## config.mk

```make
export PLATFORM = sky130hd
export DESIGN_NAME = bp_be_retire_gen_dual_flat
export DESIGN_NICKNAME = d
export VERILOG_FILES = /design/src/rtl/bp_be_retire_gen_dual_pkg.sv /design/src/rtl/bp_be_retire_gen_dual_if.sv /design/src/rtl/bp_be_retire_gen_dual_slot.sv /design/src/rtl/bp_be_retire_gen_dual.sv /design/src/flat_wrapper.sv
export SDC_FILE = /design/constraint.sdc
export NUM_CORES = 1
export LEC_CHECK = 0
export CORE_MARGIN = 5
export CORE_UTILIZATION = 41
export DETAILED_ROUTE_END_ITERATION = 10
export GPL_ROUTABILITY_DRIVEN = 0
export PLACE_DENSITY = 0.8
export RECOVER_POWER = 50
export SLEW_MARGIN = 0
export SYNTH_ARGS = -nofsm -noshare
export SYNTH_HDL_FRONTEND = slang
export SYNTH_SLANG_ARGS = --single-unit
```

## constraint.sdc

```tcl
create_clock -name clk_i -period 2.8 [get_ports clk_i]
set_clock_uncertainty 0.1 [all_clocks]
set_input_delay 0.56 -clock clk_i [delete_from_list [all_inputs] [get_ports clk_i]]
set_output_delay 0.56 -clock clk_i [all_outputs]
set_load 0.01 [all_outputs]
```

## src/rtl/bp_be_retire_gen_dual_pkg.sv

```systemverilog
// Shared types for the dual-lane retire generator: exception/special encodings and stage records.
// Optional feature macro used by the top: BP_BE_RETIRE_PERF_EN.
package bp_be_retire_gen_dual_pkg;

   localparam int dpath_width_gp = 64;

   typedef struct packed {
      logic ecall;
      logic store_fault;
      logic store_misaligned;
      logic load_fault;
      logic load_misaligned;
      logic breakpoint;
      logic illegal_instr;
      logic instr_access_fault;
      logic instr_misaligned;
   } bp_be_exception_s;

   typedef struct packed {
      logic sfence_vma;
      logic wfi;
      logic fence;
      logic sret;
      logic mret;
   } bp_be_special_s;

   localparam int exception_width_lp = $bits(bp_be_exception_s);
   localparam int special_width_lp   = $bits(bp_be_special_s);

   typedef enum logic {
      e_run   = 1'b0,
      e_block = 1'b1
   } bp_be_retire_state_e;

   typedef struct packed {
      logic                          v;
      logic                          queue_v;
      logic [exception_width_lp-1:0] exception;
      logic [special_width_lp-1:0]   special;
   } bp_be_retire_ex1_s;

   typedef struct packed {
      logic                          v;
      logic                          queue_v;
      logic [exception_width_lp-1:0] exception;
      logic [special_width_lp-1:0]   special;
      logic [dpath_width_gp-1:0]     data;
   } bp_be_retire_slot_s;

   // A valid slot carrying any exception or special op forces a redirect from commit.
   function automatic logic slot_traps(bp_be_retire_slot_s s);
      return s.v & ((|s.exception) | (|s.special));
   endfunction

endpackage

```

## src/rtl/bp_be_retire_gen_dual_if.sv

```systemverilog
// Dispatch/ex1 inputs and retire outputs of the dual-lane retire generator.
// The BP_BE_RETIRE_PERF_EN counters are plain top-level ports, so this interface is build-independent.
interface bp_be_retire_gen_dual_if;
   import bp_be_retire_gen_dual_pkg::*;

   logic                          flush_i;
   logic                          dispatch_v_i;
   logic                          dispatch_v_i2;
   logic                          dispatch_queue_v_i;
   logic                          dispatch_queue_v_i2;
   logic [exception_width_lp-1:0] dispatch_exception_i;
   logic [exception_width_lp-1:0] dispatch_exception_i2;
   logic [special_width_lp-1:0]   dispatch_special_i;
   logic [special_width_lp-1:0]   dispatch_special_i2;
   logic [exception_width_lp-1:0] late_exception_i;
   logic [exception_width_lp-1:0] late_exception_i2;
   logic [dpath_width_gp-1:0]     wb_data_i;
   logic [dpath_width_gp-1:0]     wb_data_i2;

   logic                          retire_v_o;
   logic                          retire_v_o2;
   logic                          retire_queue_v_o;
   logic                          retire_queue_v_o2;
   logic [dpath_width_gp-1:0]     retire_data_o;
   logic [dpath_width_gp-1:0]     retire_data_o2;
   logic [exception_width_lp-1:0] retire_exception_o;
   logic [exception_width_lp-1:0] retire_exception_o2;
   logic [special_width_lp-1:0]   retire_special_o;
   logic [special_width_lp-1:0]   retire_special_o2;
   logic                          blocked_o;

   modport master (
      output flush_i, dispatch_v_i, dispatch_v_i2, dispatch_queue_v_i, dispatch_queue_v_i2,
             dispatch_exception_i, dispatch_exception_i2, dispatch_special_i, dispatch_special_i2,
             late_exception_i, late_exception_i2, wb_data_i, wb_data_i2,
      input  retire_v_o, retire_v_o2, retire_queue_v_o, retire_queue_v_o2,
             retire_data_o, retire_data_o2, retire_exception_o, retire_exception_o2,
             retire_special_o, retire_special_o2, blocked_o
   );

   modport slave (
      input  flush_i, dispatch_v_i, dispatch_v_i2, dispatch_queue_v_i, dispatch_queue_v_i2,
             dispatch_exception_i, dispatch_exception_i2, dispatch_special_i, dispatch_special_i2,
             late_exception_i, late_exception_i2, wb_data_i, wb_data_i2,
      output retire_v_o, retire_v_o2, retire_queue_v_o, retire_queue_v_o2,
             retire_data_o, retire_data_o2, retire_exception_o, retire_exception_o2,
             retire_special_o, retire_special_o2, blocked_o
   );

endinterface

```

## src/rtl/bp_be_retire_gen_dual_slot.sv

```systemverilog
// One retire lane: ex1/ex2 registers, late-exception merge and output kill.
// Instantiated twice by bp_be_retire_gen_dual.
module bp_be_retire_gen_dual_slot
   import bp_be_retire_gen_dual_pkg::*;
  (input  logic                          clk_i
   ,input  logic                          reset_i
   ,input  logic                          clear_i
   ,input  logic                          dispatch_v_i
   ,input  logic                          dispatch_queue_v_i
   ,input  logic [exception_width_lp-1:0] dispatch_exception_i
   ,input  logic [special_width_lp-1:0]   dispatch_special_i
   ,input  logic [exception_width_lp-1:0] late_exception_i
   ,input  logic [dpath_width_gp-1:0]     wb_data_i
   ,input  logic                          kill_i
   ,output bp_be_retire_slot_s            retire_o
   );

   bp_be_retire_ex1_s  ex1_d, ex1_q;
   bp_be_retire_slot_s ex2_d, ex2_q;

   always_comb begin
      ex1_d = '0;
      if (!clear_i && dispatch_v_i) begin
         ex1_d.v         = 1'b1;
         ex1_d.queue_v   = dispatch_queue_v_i;
         ex1_d.exception = dispatch_exception_i;
         ex1_d.special   = dispatch_special_i;
      end
   end

   always_comb begin
      ex2_d = '0;
      if (!clear_i && ex1_q.v) begin
         ex2_d.v         = 1'b1;
         ex2_d.queue_v   = ex1_q.queue_v;
         ex2_d.exception = ex1_q.exception | late_exception_i;
         ex2_d.special   = ex1_q.special;
         ex2_d.data      = wb_data_i;
      end
   end

   always_ff @(posedge clk_i) begin
      if (reset_i) begin
         ex1_q <= '0;
         ex2_q <= '0;
      end else begin
         ex1_q <= ex1_d;
         ex2_q <= ex2_d;
      end
   end

   // A trapping instruction never frees its fe-queue entry; commit replays it.
   always_comb begin
      retire_o = '0;
      if (ex2_q.v && !kill_i) begin
         retire_o         = ex2_q;
         retire_o.queue_v = ex2_q.queue_v & ~(|ex2_q.exception);
      end
   end

endmodule

```

## src/rtl/bp_be_retire_gen_dual.sv

```systemverilog
// Dual-lane retire generator: two-stage slot pipes, intra-pair kill and trap-block FSM.
// Define BP_BE_RETIRE_PERF_EN to add the instret/dual-retire counters.
//
// state   | meaning
// e_run   | retiring normally
// e_block | trap retired; pipe held empty until commit flushes
module bp_be_retire_gen_dual
   import bp_be_retire_gen_dual_pkg::*;
  (input  logic clk_i
   ,input  logic reset_i
`ifdef BP_BE_RETIRE_PERF_EN
   ,output logic [63:0] instret_cnt_o
   ,output logic [63:0] dual_retire_cnt_o
`endif
   ,bp_be_retire_gen_dual_if.slave retire_if
   );

   bp_be_retire_state_e state_q, state_d;
   bp_be_retire_slot_s  ret1, ret2;
   logic                run, clear, trap1, trap2;

   // Entries younger than a trap must never reach retire, so clearing follows the next state.
   assign clear = retire_if.flush_i | (state_d == e_block);
   assign trap1 = slot_traps(ret1);
   assign trap2 = slot_traps(ret2);

   bp_be_retire_gen_dual_slot slot1 (
      .clk_i                (clk_i)
      ,.reset_i              (reset_i)
      ,.clear_i              (clear)
      ,.dispatch_v_i         (retire_if.dispatch_v_i)
      ,.dispatch_queue_v_i   (retire_if.dispatch_queue_v_i)
      ,.dispatch_exception_i (retire_if.dispatch_exception_i)
      ,.dispatch_special_i   (retire_if.dispatch_special_i)
      ,.late_exception_i     (retire_if.late_exception_i)
      ,.wb_data_i            (retire_if.wb_data_i)
      ,.kill_i               (~run)
      ,.retire_o             (ret1)
   );

   // Lane 2 without lane 1 breaks age ordering and is dropped.
   bp_be_retire_gen_dual_slot slot2 (
      .clk_i                (clk_i)
      ,.reset_i              (reset_i)
      ,.clear_i              (clear)
      ,.dispatch_v_i         (retire_if.dispatch_v_i2 & retire_if.dispatch_v_i)
      ,.dispatch_queue_v_i   (retire_if.dispatch_queue_v_i2)
      ,.dispatch_exception_i (retire_if.dispatch_exception_i2)
      ,.dispatch_special_i   (retire_if.dispatch_special_i2)
      ,.late_exception_i     (retire_if.late_exception_i2)
      ,.wb_data_i            (retire_if.wb_data_i2)
      ,.kill_i               (~run | trap1)
      ,.retire_o             (ret2)
   );

   always_ff @(posedge clk_i) begin
      if (reset_i) state_q <= e_run;
      else         state_q <= state_d;
   end

   always_comb begin
      state_d = state_q;
      unique case (state_q)
         e_run:   if (!retire_if.flush_i && (trap1 || trap2)) state_d = e_block;
         e_block: if (retire_if.flush_i) state_d = e_run;
         default: state_d = e_run;
      endcase
   end

   always_comb begin
      run                 = (state_q == e_run);
      retire_if.blocked_o = ~run;
   end

   assign retire_if.retire_v_o          = ret1.v;
   assign retire_if.retire_queue_v_o    = ret1.queue_v;
   assign retire_if.retire_data_o       = ret1.data;
   assign retire_if.retire_exception_o  = ret1.exception;
   assign retire_if.retire_special_o    = ret1.special;
   assign retire_if.retire_v_o2         = ret2.v;
   assign retire_if.retire_queue_v_o2   = ret2.queue_v;
   assign retire_if.retire_data_o2      = ret2.data;
   assign retire_if.retire_exception_o2 = ret2.exception;
   assign retire_if.retire_special_o2   = ret2.special;

`ifdef BP_BE_RETIRE_PERF_EN
   logic [63:0] instret_cnt_q, instret_cnt_d;
   logic [63:0] dual_retire_cnt_q, dual_retire_cnt_d;
   logic        clean1, clean2;

   always_comb begin
      clean1            = ret1.v & ~(|ret1.exception);
      clean2            = ret2.v & ~(|ret2.exception);
      instret_cnt_d     = instret_cnt_q + 64'(clean1) + 64'(clean2);
      dual_retire_cnt_d = dual_retire_cnt_q + 64'(clean1 & clean2);
   end

   always_ff @(posedge clk_i) begin
      if (reset_i) begin
         instret_cnt_q     <= '0;
         dual_retire_cnt_q <= '0;
      end else begin
         instret_cnt_q     <= instret_cnt_d;
         dual_retire_cnt_q <= dual_retire_cnt_d;
      end
   end

   assign instret_cnt_o     = instret_cnt_q;
   assign dual_retire_cnt_o = dual_retire_cnt_q;
`endif

   lane2_needs_lane1_a: assert property (@(posedge clk_i) disable iff (reset_i)
      retire_if.dispatch_v_i2 |-> retire_if.dispatch_v_i);

endmodule

```

## src/flat_wrapper.sv

```systemverilog
// flat-port wrapper written by rule: the top's interface ports become plain ports
module bp_be_retire_gen_dual_flat import bp_be_retire_gen_dual_pkg::*;
  (clk_i, reset_i, retire_if_flush_i, retire_if_dispatch_v_i, retire_if_dispatch_v_i2, retire_if_dispatch_queue_v_i, retire_if_dispatch_queue_v_i2, retire_if_dispatch_exception_i, retire_if_dispatch_exception_i2, retire_if_dispatch_special_i, retire_if_dispatch_special_i2, retire_if_late_exception_i, retire_if_late_exception_i2, retire_if_wb_data_i, retire_if_wb_data_i2, retire_if_retire_v_o, retire_if_retire_v_o2, retire_if_retire_queue_v_o, retire_if_retire_queue_v_o2, retire_if_retire_data_o, retire_if_retire_data_o2, retire_if_retire_exception_o, retire_if_retire_exception_o2, retire_if_retire_special_o, retire_if_retire_special_o2, retire_if_blocked_o);
  bp_be_retire_gen_dual_if retire_if_i ();
  input  logic clk_i;
  input  logic reset_i;
  input wire logic [$bits(retire_if_i.flush_i)-1:0] retire_if_flush_i;
  input wire logic [$bits(retire_if_i.dispatch_v_i)-1:0] retire_if_dispatch_v_i;
  input wire logic [$bits(retire_if_i.dispatch_v_i2)-1:0] retire_if_dispatch_v_i2;
  input wire logic [$bits(retire_if_i.dispatch_queue_v_i)-1:0] retire_if_dispatch_queue_v_i;
  input wire logic [$bits(retire_if_i.dispatch_queue_v_i2)-1:0] retire_if_dispatch_queue_v_i2;
  input wire logic [$bits(retire_if_i.dispatch_exception_i)-1:0] retire_if_dispatch_exception_i;
  input wire logic [$bits(retire_if_i.dispatch_exception_i2)-1:0] retire_if_dispatch_exception_i2;
  input wire logic [$bits(retire_if_i.dispatch_special_i)-1:0] retire_if_dispatch_special_i;
  input wire logic [$bits(retire_if_i.dispatch_special_i2)-1:0] retire_if_dispatch_special_i2;
  input wire logic [$bits(retire_if_i.late_exception_i)-1:0] retire_if_late_exception_i;
  input wire logic [$bits(retire_if_i.late_exception_i2)-1:0] retire_if_late_exception_i2;
  input wire logic [$bits(retire_if_i.wb_data_i)-1:0] retire_if_wb_data_i;
  input wire logic [$bits(retire_if_i.wb_data_i2)-1:0] retire_if_wb_data_i2;
  output wire logic [$bits(retire_if_i.retire_v_o)-1:0] retire_if_retire_v_o;
  output wire logic [$bits(retire_if_i.retire_v_o2)-1:0] retire_if_retire_v_o2;
  output wire logic [$bits(retire_if_i.retire_queue_v_o)-1:0] retire_if_retire_queue_v_o;
  output wire logic [$bits(retire_if_i.retire_queue_v_o2)-1:0] retire_if_retire_queue_v_o2;
  output wire logic [$bits(retire_if_i.retire_data_o)-1:0] retire_if_retire_data_o;
  output wire logic [$bits(retire_if_i.retire_data_o2)-1:0] retire_if_retire_data_o2;
  output wire logic [$bits(retire_if_i.retire_exception_o)-1:0] retire_if_retire_exception_o;
  output wire logic [$bits(retire_if_i.retire_exception_o2)-1:0] retire_if_retire_exception_o2;
  output wire logic [$bits(retire_if_i.retire_special_o)-1:0] retire_if_retire_special_o;
  output wire logic [$bits(retire_if_i.retire_special_o2)-1:0] retire_if_retire_special_o2;
  output wire logic [$bits(retire_if_i.blocked_o)-1:0] retire_if_blocked_o;
  assign retire_if_i.flush_i = retire_if_flush_i;
  assign retire_if_i.dispatch_v_i = retire_if_dispatch_v_i;
  assign retire_if_i.dispatch_v_i2 = retire_if_dispatch_v_i2;
  assign retire_if_i.dispatch_queue_v_i = retire_if_dispatch_queue_v_i;
  assign retire_if_i.dispatch_queue_v_i2 = retire_if_dispatch_queue_v_i2;
  assign retire_if_i.dispatch_exception_i = retire_if_dispatch_exception_i;
  assign retire_if_i.dispatch_exception_i2 = retire_if_dispatch_exception_i2;
  assign retire_if_i.dispatch_special_i = retire_if_dispatch_special_i;
  assign retire_if_i.dispatch_special_i2 = retire_if_dispatch_special_i2;
  assign retire_if_i.late_exception_i = retire_if_late_exception_i;
  assign retire_if_i.late_exception_i2 = retire_if_late_exception_i2;
  assign retire_if_i.wb_data_i = retire_if_wb_data_i;
  assign retire_if_i.wb_data_i2 = retire_if_wb_data_i2;
  assign retire_if_retire_v_o = retire_if_i.retire_v_o;
  assign retire_if_retire_v_o2 = retire_if_i.retire_v_o2;
  assign retire_if_retire_queue_v_o = retire_if_i.retire_queue_v_o;
  assign retire_if_retire_queue_v_o2 = retire_if_i.retire_queue_v_o2;
  assign retire_if_retire_data_o = retire_if_i.retire_data_o;
  assign retire_if_retire_data_o2 = retire_if_i.retire_data_o2;
  assign retire_if_retire_exception_o = retire_if_i.retire_exception_o;
  assign retire_if_retire_exception_o2 = retire_if_i.retire_exception_o2;
  assign retire_if_retire_special_o = retire_if_i.retire_special_o;
  assign retire_if_retire_special_o2 = retire_if_i.retire_special_o2;
  assign retire_if_blocked_o = retire_if_i.blocked_o;
  bp_be_retire_gen_dual u_core (.clk_i(clk_i), .reset_i(reset_i), .retire_if(retire_if_i));
endmodule
```

# == Yosys cells after proc, flatten, opt, wreduce, memory -nomap -nowiden ==
# Index checks and enable logic that the tools add are counted.
# totals
reg_bits,193
out_inout_bits,161
wordCells,68
# classes
muxes,9
bitwise,18
n_reduce_logical,22
# ops
op,count
80-bit two-way mux,4
9-bit OR reduction,4
16-bit two-way mux,2
9-bit bitwise OR,2
5-bit OR reduction,2
2-bit OR reduction,4
1-bit logical AND,7
1-bit NOT,7
1-bit AND,5
1-bit zero test,4
1-bit bitwise OR,4
1-bit two-way mux,2
1-bit case mux with 2 select lines,1
1-bit logical OR,1

# == Longest topological paths before layout ==
# Gate-level depths: netlist (run 1).
# logic_depth
depth_word,23
depth_mapped,7
depth_no_buf,4

# == Cells and area by module ==
# From an unflattened synthesis (run 1), not the netlist that was laid out.
# unflattened
hier_cells,603
hier_area_um2,6447.4
# modules_own_cells
mod,n_inst,cells_per_inst,area_per_inst_um2,seq_area_each_um2
bp_be_retire_gen_dual_slot,2,293,3158.0,1921.8
bp_be_retire_gen_dual,1,17,131.4,20.0

# == Worst setup path after synthesis (run 1) ==
# No wires, ideal clock.
# synth_timing
kind,register to output
start,register u_core.slot1.ex2_q[73] in the netlist's numbering
end,output retire_if_retire_v_o2
arrival_time_ns,1.814
required_ns,2.140
slack_ns,0.326
path_stages_with_launch,7
path_buffers,2
cell_sequence,dfxtp_1 -> or4_1 -> nor4_2 -> a41oi_1 -> clkbuf_1 -> buf_2 -> nor3b_1
# synth_via
elab_chain_len,8
# synth_lines
element,line,rtl
start: declaration,bp_be_retire_gen_dual_slot.sv:19,"bp_be_retire_slot_s ex2_d, ex2_q;"
start signal: assignment,bp_be_retire_gen_dual_slot.sv:45,ex2_q <= '0;
start signal: assignment,bp_be_retire_gen_dual_slot.sv:48,ex2_q <= ex2_d;
80-bit two-way mux,bp_be_retire_gen_dual_slot.sv:55,if (ex2_q.v && !kill_i) begin
9-bit OR reduction,bp_be_retire_gen_dual_pkg.sv:52,return s.v & ((|s.exception) | (|s.special));
1-bit bitwise OR,bp_be_retire_gen_dual_pkg.sv:52,
1-bit AND,bp_be_retire_gen_dual_pkg.sv:52,
1-bit bitwise OR,bp_be_retire_gen_dual.sv:52,",.kill_i (~run | trap1)"
1-bit zero test,bp_be_retire_gen_dual_slot.sv:55,
1-bit logical AND,bp_be_retire_gen_dual_slot.sv:55,
80-bit two-way mux,bp_be_retire_gen_dual_slot.sv:55,
end: declaration,flat_wrapper.sv:21,output wire logic [$bits(retire_if_i.retire_v_o2)-1:0] retire_if_retire_v_o2;
# Every way passes these cells.

# == Final worst setup path (run 1) ==
# layout_timing
start,register u_core.slot1.ex2_q[73] in the netlist's numbering
end,output retire_if_retire_data_o2[15]
# layout_via
elab_chain_len,8
# layout_lines
element,line,rtl
80-bit two-way mux,bp_be_retire_gen_dual_slot.sv:55,
9-bit OR reduction,bp_be_retire_gen_dual_pkg.sv:52,
1-bit bitwise OR,bp_be_retire_gen_dual_pkg.sv:52,
1-bit AND,bp_be_retire_gen_dual_pkg.sv:52,
1-bit bitwise OR,bp_be_retire_gen_dual.sv:52,
1-bit zero test,bp_be_retire_gen_dual_slot.sv:55,
1-bit logical AND,bp_be_retire_gen_dual_slot.sv:55,
80-bit two-way mux,bp_be_retire_gen_dual_slot.sv:55,
end: declaration,flat_wrapper.sv:25,output wire logic [$bits(retire_if_i.retire_data_o2)-1:0] retire_if_retire_data_o2;
# Every way passes these cells.

==> impl_results.md, run 1 <==
* Outcome: finished with violations
* Violated checks: negative setup slack
* Met3 usage at 7.03%
* Vias in the first global route at 7247
* Clk slew on worst S/H paths at 0.08 ns
* Syn Inst Count at 934
* Average wire per cell in the routed design at 17.3 um
* Worst-Skew Late Latency at 0.43 ns
* First-pass DRT Iterations at 5
* Tmin final at 3.19 ns
* Worst-path fanout max at 8
* Worst Slack Setup Final at -0.394 ns
* Async set-or-reset flop fraction in the synthesized netlist at 0%
* Required @ worst endpoint at 2.14 ns
* Critical path startpoint category: flop
* Fin. Hold Viols at 0
* Total power draw at 5500 uW
* Final ANT Viol Nets at 0
* Die span in x at 145 um
* Synth cell types at 22
* Max-Cap Viols at 0
* RSZ-0062 raised after global routing: true
* First-pass GRT wire length at 37500 um
* Total grt overflow at 0
* Root Buffer: clkbuf_16
* Die footprint at 0.0209 mm^2
* Worst VDD drop at 395 uV
* Total Routing Usage GR at 22.5%
* Yosys warning total at 0
* Drt drc at 0
* Layout net count at 1423
* Initial antenna violation count at 1
* Syn_nets at 1115
* Post-DP Area at 0.0111 mm^2
* Vias per cell at 5.09
* Sequential Area at 0.00387 mm^2
* Max clock buf depth at 2
* EDFF count, synth at 0
* Met1 usage at 26.9%
* # setup viols final at 80
* Pre-CTS setup slack at -0.266 ns
* Critical path capture point type: output port
* Yosys reg bits at 193
* Worst EP arrival at 2.53 ns
* Top_reg_cell synth: dfxtp_1
* Synth top cells by count: nor3_1, nand2_1, dfxtp_1, and2_1, clkbuf_1
* Synth top area share at 52.0%
* Type of the worst setup path: flop to output port
* Worst rel slew slack at 52.2%
* Largest net degree at the start of global routing at 81
* Initial core utilization at 41.5%
* Fillers at 1409
* Num rows at 49
* LEAKAGE at 0.00579 uW
* Synth area leader: dfxtp_1
* Clk sinks at 193
* Pins Over Slew Limit at 0
* Peak Freq at 313 MHz
* Final wirelength at 25700 um
* PwrDens at 450 mW/mm^2
* Sequential cell area fraction in the yosys report at 52.0%
* Cts-stage hold buffer count at 0
* CTS buffer count at 17
* Synth area leaders: dfxtp_1, nor3_1, nand2_1
* I/O Buffers at 341
* Area of the multi-input gates at 0.00366 mm^2
* Pin slew with the least headroom to its limit at 0.717 ns
* Layout cell share with drive strength beyond 1 at 20.8%
* CTS tree: yes
* M2 GR Usage at 37.4%
* CORE AREA at 0.0179 mm^2
* Busiest grt layer: met2
* Setup TNS at -26.42 ns
* Detailed Place HPWL at 16700 um
* Design area at 0.0122 mm^2
* Number of I/O pins at 342
* Area grow syn2layout at 64.2%
* Die height at 145 um
* Count leader, synth: nor3_1
* H-tree levels at 4
* Synth Cell Area at 0.00744 mm^2
* Syn_area_per_cell at 7.96 um^2
* Tcrit/Tclk final at 114%
* DR iter-0 viols at 489
* Via count at 7564
* Hold WC Path Type: flop to flop
[metrics by stage]
stage | std cells | hold WS (ns) | utilization, %
global route | 1485 | 0.327 | 68.2
global placement | 1433 | 0.301 | 61.8
finish | 1485 | 0.312 | 68.2
floorplan | 934 | 0.300 | -
detailed placement | 1433 | 0.305 | 61.8
CTS | 1475 | 0.311 | 65.3
[final cells by class]
| class | instances | area share, % |
|---|---|---|
| sequential | 193 | 31.7 |
| timing repair buffer | 390 | 31.2 |
| multi-input combinational | 638 | 30.0 |
| clock buffer | 18 | 3.52 |
| tap | 229 | 2.35 |
| clock inverter | 14 | 1.17 |
| inverter | 2 | 0.0615 |
| antenna | 1 | 0.0205 |
[placed cells by master (no fill, tap or decap), types with 2 or more instances in the layout]
cell | netlist | layout
dlymetal6s2s_1 | 0 | 42
buf_4 | 0 | 26
buf_16 | 0 | 3
o21ai_0 | 18 | 18
nor3_1 | 254 | 181
buf_12 | 0 | 14
clkdlybuf4s50_1 | 0 | 217
clkbuf_16 | 0 | 20
inv_1 | 2 | 2
nor3_4 | 0 | 17
nor3_2 | 0 | 56
nor4_2 | 16 | 15
nand2_1 | 248 | 248
and2_1 | 81 | 79
and2_2 | 0 | 2
nor2_1 | 6 | 5
buf_2 | 26 | 79
dfxtp_2 | 0 | 2
clkinv_4 | 0 | 2
inv_6 | 0 | 5
inv_8 | 0 | 3
dfxtp_1 | 193 | 190
nor3b_1 | 4 | 3
clkinv_2 | 0 | 2
[critical path: stages (launching register included)]
cell and delay (ns):
dfxtp_2 0.32, or4_4 0.53, nor4_4 0.21, buf_4 0.17
a41oi_4 0.10, buf_12 0.19, buf_12 0.14, clkbuf_16 0.16
nor3_4 0.13, buf_2 0.16
[state kept, by name (all words and copies together) (netlist names)]
signal,count
u_core.slot2.ex1_q,16
u_core.slot1.ex1_q,16
u_core.retire_if.blocked_o,1
u_core.slot2.ex2_q,80
u_core.slot1.ex2_q,80
[path summary, 6_finish.rpt]
path / startpoint / endpoint / slack (ns) / cells after the start
min: u_core.slot2.ex1_q[3]$_SDFF_PP0_ / u_core.slot2.ex2_q[67]$_SDFF_PP0_ / 0.31 / 2
max: u_core.slot1.ex2_q[73]$_SDFF_PP0_ / retire_if_retire_data_o2[15] / -0.39 / 9
min reg2reg: u_core.slot2.ex1_q[3]$_SDFF_PP0_ / u_core.slot2.ex2_q[67]$_SDFF_PP0_ / 0.31 / 2
max reg2reg: u_core.slot1.ex2_q[73]$_SDFF_PP0_ / u_core.retire_if.blocked_o$_SDFF_PP0_ / 0.12 / 8
[metal layers]
metal | wire [um] | vias to the layer above
met4 | 796 | 0
met5 | 0 | -
met3 | 2450 | 52
li1 | - | 3693
met2 | 12400 | 324
met1 | 10000 | 3495
[where the power goes]
| part | internal [uW] | switching, uW |
|---|---|---|
| logic | 252 | 91.1 |
| registers | 2770 | 8.15 |
| clock network | 1260 | 1120 |
| total | 4280 | 1220 |
[repair_timing]
action | 4_1_cts | 5_1_grt
resized for setup | 391 | 102
cloned | 4 | 4
setup endpoints to repair | 82 | 159
setup buffers | 6 | 5
pin swaps | 4 | 15
[kinds of logic after synthesis]
kind of cell | synth area share [%]
DFF | 52.0
and+or+nand+nor | 40.6
AOI/OAI and AO/OA | 1.56
buffers and inverters | 5.84
No activity file was read; power rests on OpenSTA's default activity.
==> inputs of run 2 (changes only) <==
SKIP_LAST_GASP = 1   (was unset)
==> run 2 against run 1 <==
  * The run still ends with negative setup slack left
  * Via count shrank 0.34%
  * Global-route usage is essentially flat
  * Critical path depth is the same
  * Sequential cell count is the same
  * Die area is the same
  * First-iteration DRC count shrank 15%
  * Maximum frequency shrank 0.81%
  * Sequential share of layout area grew 0.70 points
  * Combinational power is essentially flat
  * Power is essentially flat
  * Clock power is essentially flat
==> impl_results.md, run 2 (synthesized netlist as in run 1, its figures left out) <==
* Die height at 145 um
* Min-Delay Path Depth at 2
* Worst EP arrival at 2.56 ns
* CTS tree: yes
* Most common cell after layout, fill and taps aside: clkdlybuf4s50_1
* CTS buffer count at 17
* First-pass DRT Iterations at 5
* CP most frequent cell: buf_12
* CORE AREA at 0.0179 mm^2
* Vias in the first global route at 7237
* Area grow syn2layout at 60.6%
* Pin slew with the least headroom to its limit at 0.748 ns
* Die footprint at 0.0209 mm^2
* Worst hold endpoint: u_core.slot2.ex2_q[65]$_SDFF_PP0_
* Clk sinks at 193
* Largest net degree at the start of global routing at 81
* First-pass GRT wire length at 37400 um
* Commonest cells after routing, fill and taps aside: clkdlybuf4s50_1, nand2_1, nor3_1, dfxtp_1
* RSZ-0062 raised after global routing: true
* Hold Startpoint: u_core.slot2.ex1_q[1]$_SDFF_PP0_
* Clk pwr share at 43.3%
* Layout net count at 1420
* Layout cell share with drive strength beyond 1 at 19.2%
* Fin. Hold Viols at 0
* Seq pwr share at 50.5%
* Total power draw at 5500 uW
* Sequential Area at 0.00387 mm^2
* Final wirelength at 25200 um
* DR iter-0 viols at 418
* Pins Over Slew Limit at 0
* Average wire per cell in the routed design at 17.0 um
* Worst VDD drop at 394 uV
* Critical path capture point type: output port
* R2R Setup Slk at 0.12 ns
* I/O Buffers at 341
* Post-DP Area at 0.0111 mm^2
* Top Family by Delay on Critical Path: simple AND/OR/NAND/NOR gates
* Vias per cell at 5.09
* Number of I/O pins at 342
* Final ANT Viol Nets at 0
* Initial core utilization at 41.5%
* Required @ worst endpoint at 2.14 ns
* Worst path slowest cell: or4_4
* Area of the multi-input gates at 0.00355 mm^2
* H-tree levels at 4
* Final design utilization at 66.7%
* Hold WC Path Type: flop to flop
* Fillers at 1478
* Tmin final at 3.22 ns
* Worst-path fanout max at 7
* Internal power at 4280 uW
* Num rows at 49
* # setup viols final at 80
* Peak Freq at 311 MHz
* Sw Ratio at 22.1%
* CP max stage delay at 0.53 ns
* Outcome: finished with violations
* Worst rel slew slack at 50.1%
* Detailed Place HPWL at 16700 um
* P_sw at 1220 uW
* Design area at 0.0119 mm^2
* Comb pwr share at 6.2%
* Clk slew on worst S/H paths at 0.07 ns
* PwrDens at 460 mW/mm^2
* Top flop regs: u_core.slot1.ex2_q: 80 flops, u_core.slot2.ex2_q: 80 flops
* Root Buffer: clkbuf_16
* Type of the worst setup path: flop to output port
* Reg2reg start: u_core.slot1.ex2_q[73]$_SDFF_PP0_
* Critical path startpoint category: flop
* R2R depth at 8
* WP buf/inv at 5
* Max clock buf depth at 2
* Initial antenna violation count at 1
* Tcrit/Tclk final at 115%
* Max-Cap Viols at 0
* Crit path cell chain: or4_4, nor4_4, buf_4, a41oi_4, buf_12, buf_12, clkbuf_16, nor3_4, buf_2
* Dpl cells at 1433
* Via count at 7538
* Total Routing Usage GR at 22.4%
* Non-filler instance count after layout at 1482
* Total grt overflow at 0
* Violated checks: negative setup slack
* Worst-Skew Late Latency at 0.42 ns
* RR Endpoint: u_core.retire_if.blocked_o$_SDFF_PP0_
* Drt drc at 0
* Worst Slack Setup Final at -0.420 ns
* Die span in x at 145 um
* LEAKAGE at 0.00492 uW
==> run 2: changes by cell type in the layout (fill, tap and decap cells not counted), moves of 2 or more <==
cell and delta:
clkdlybuf4s50_1 +43, nor3_1 +17, dlymetal6s2s_1 -42, nor3_4 -4, nor3_2 -13, buf_12 -2
==> run 2: how the worst max path moves through the flow <==
stage | start | endpoint | slack [ns] | cells after the start
detailed placement | u_core.slot1.ex2_q[73]$_SDFF_PP0_ | retire_if_retire_data_o2[48] | -0.27 | 7
finish | u_core.slot1.ex2_q[73]$_SDFF_PP0_ | retire_if_retire_data_o2[14] | -0.42 | 9
floorplan | u_core.slot1.ex2_q[73]$_SDFF_PP0_ | retire_if_retire_v_o2 | 0.33 | 6
CTS | u_core.slot1.ex2_q[73]$_SDFF_PP0_ | retire_if_retire_data_o2[49] | -0.41 | 8
global route | u_core.slot1.ex2_q[73]$_SDFF_PP0_ | retire_if_retire_data_o2[14] | -0.50 | 9
global placement | u_core.slot1.ex2_q[73]$_SDFF_PP0_ | retire_if_retire_exception_o2[0] | -0.29 | 7
==> run 2: power by group through the flow <==
stage	registers [uW]	logic (uW)	clock network, uW
after floorplan	2840	55.7	0
after global placement	2840	324	0
after detailed placement	2840	328	0
after CTS	2780	335	2420
after global routing	2780	362	2530
final	2780	340	2380
==> run 2: final cells by class <==
class / instances / area share [%]
multi-input cells: 638 / 29.7
clock buffers: 18 / 3.59
well taps: 229 / 2.40
diodes: 1 / 0.0210
clock inverters: 14 / 1.19
repair buffers: 387 / 30.6
inverters: 2 / 0.0629
flip-flops and latches: 193 / 32.4
==> run 2: worst min-delay path, cell delays in order (launching register included) <==
cell,delay [ns]
dfxtp_1,0.30
nand2_1,0.05
nor3_1,0.03
==> run 2: metal layers <==
metal / wire length (um) / track usage (%) / share of wire, % / up-vias
met5: 0 / 0 / 0 / -
met4: 875 / 9.43 / 3.5 / 0
met3: 2430 / 7.10 / 9.6 / 55
met2: 12100 / 37.3 / 48 / 334
met1: 9780 / 26.9 / 39 / 3464
li1: - / - / - / 3685
==> run 2: repair_timing <==
action / 4_1_cts / 5_1_grt
hold buffers: 0 / 0
pin swaps: 4 / 13
cloned: 4 / 2
buffers inserted: 6 / 4
setup endpoints to repair: 82 / 160
gates resized for setup: 369 / 56
==> run 2: metrics by stage <==
stage | worst slack, ns | hold slack (ns) | TNS [ns]
global route | -0.501 | 0.327 | -33.91
detailed placement | -0.266 | 0.305 | -17.46
finish | -0.420 | 0.313 | -25.87
global placement | -0.290 | 0.301 | -18.35
CTS | -0.408 | 0.311 | -24.44
floorplan | 0.326 | 0.300 | 0
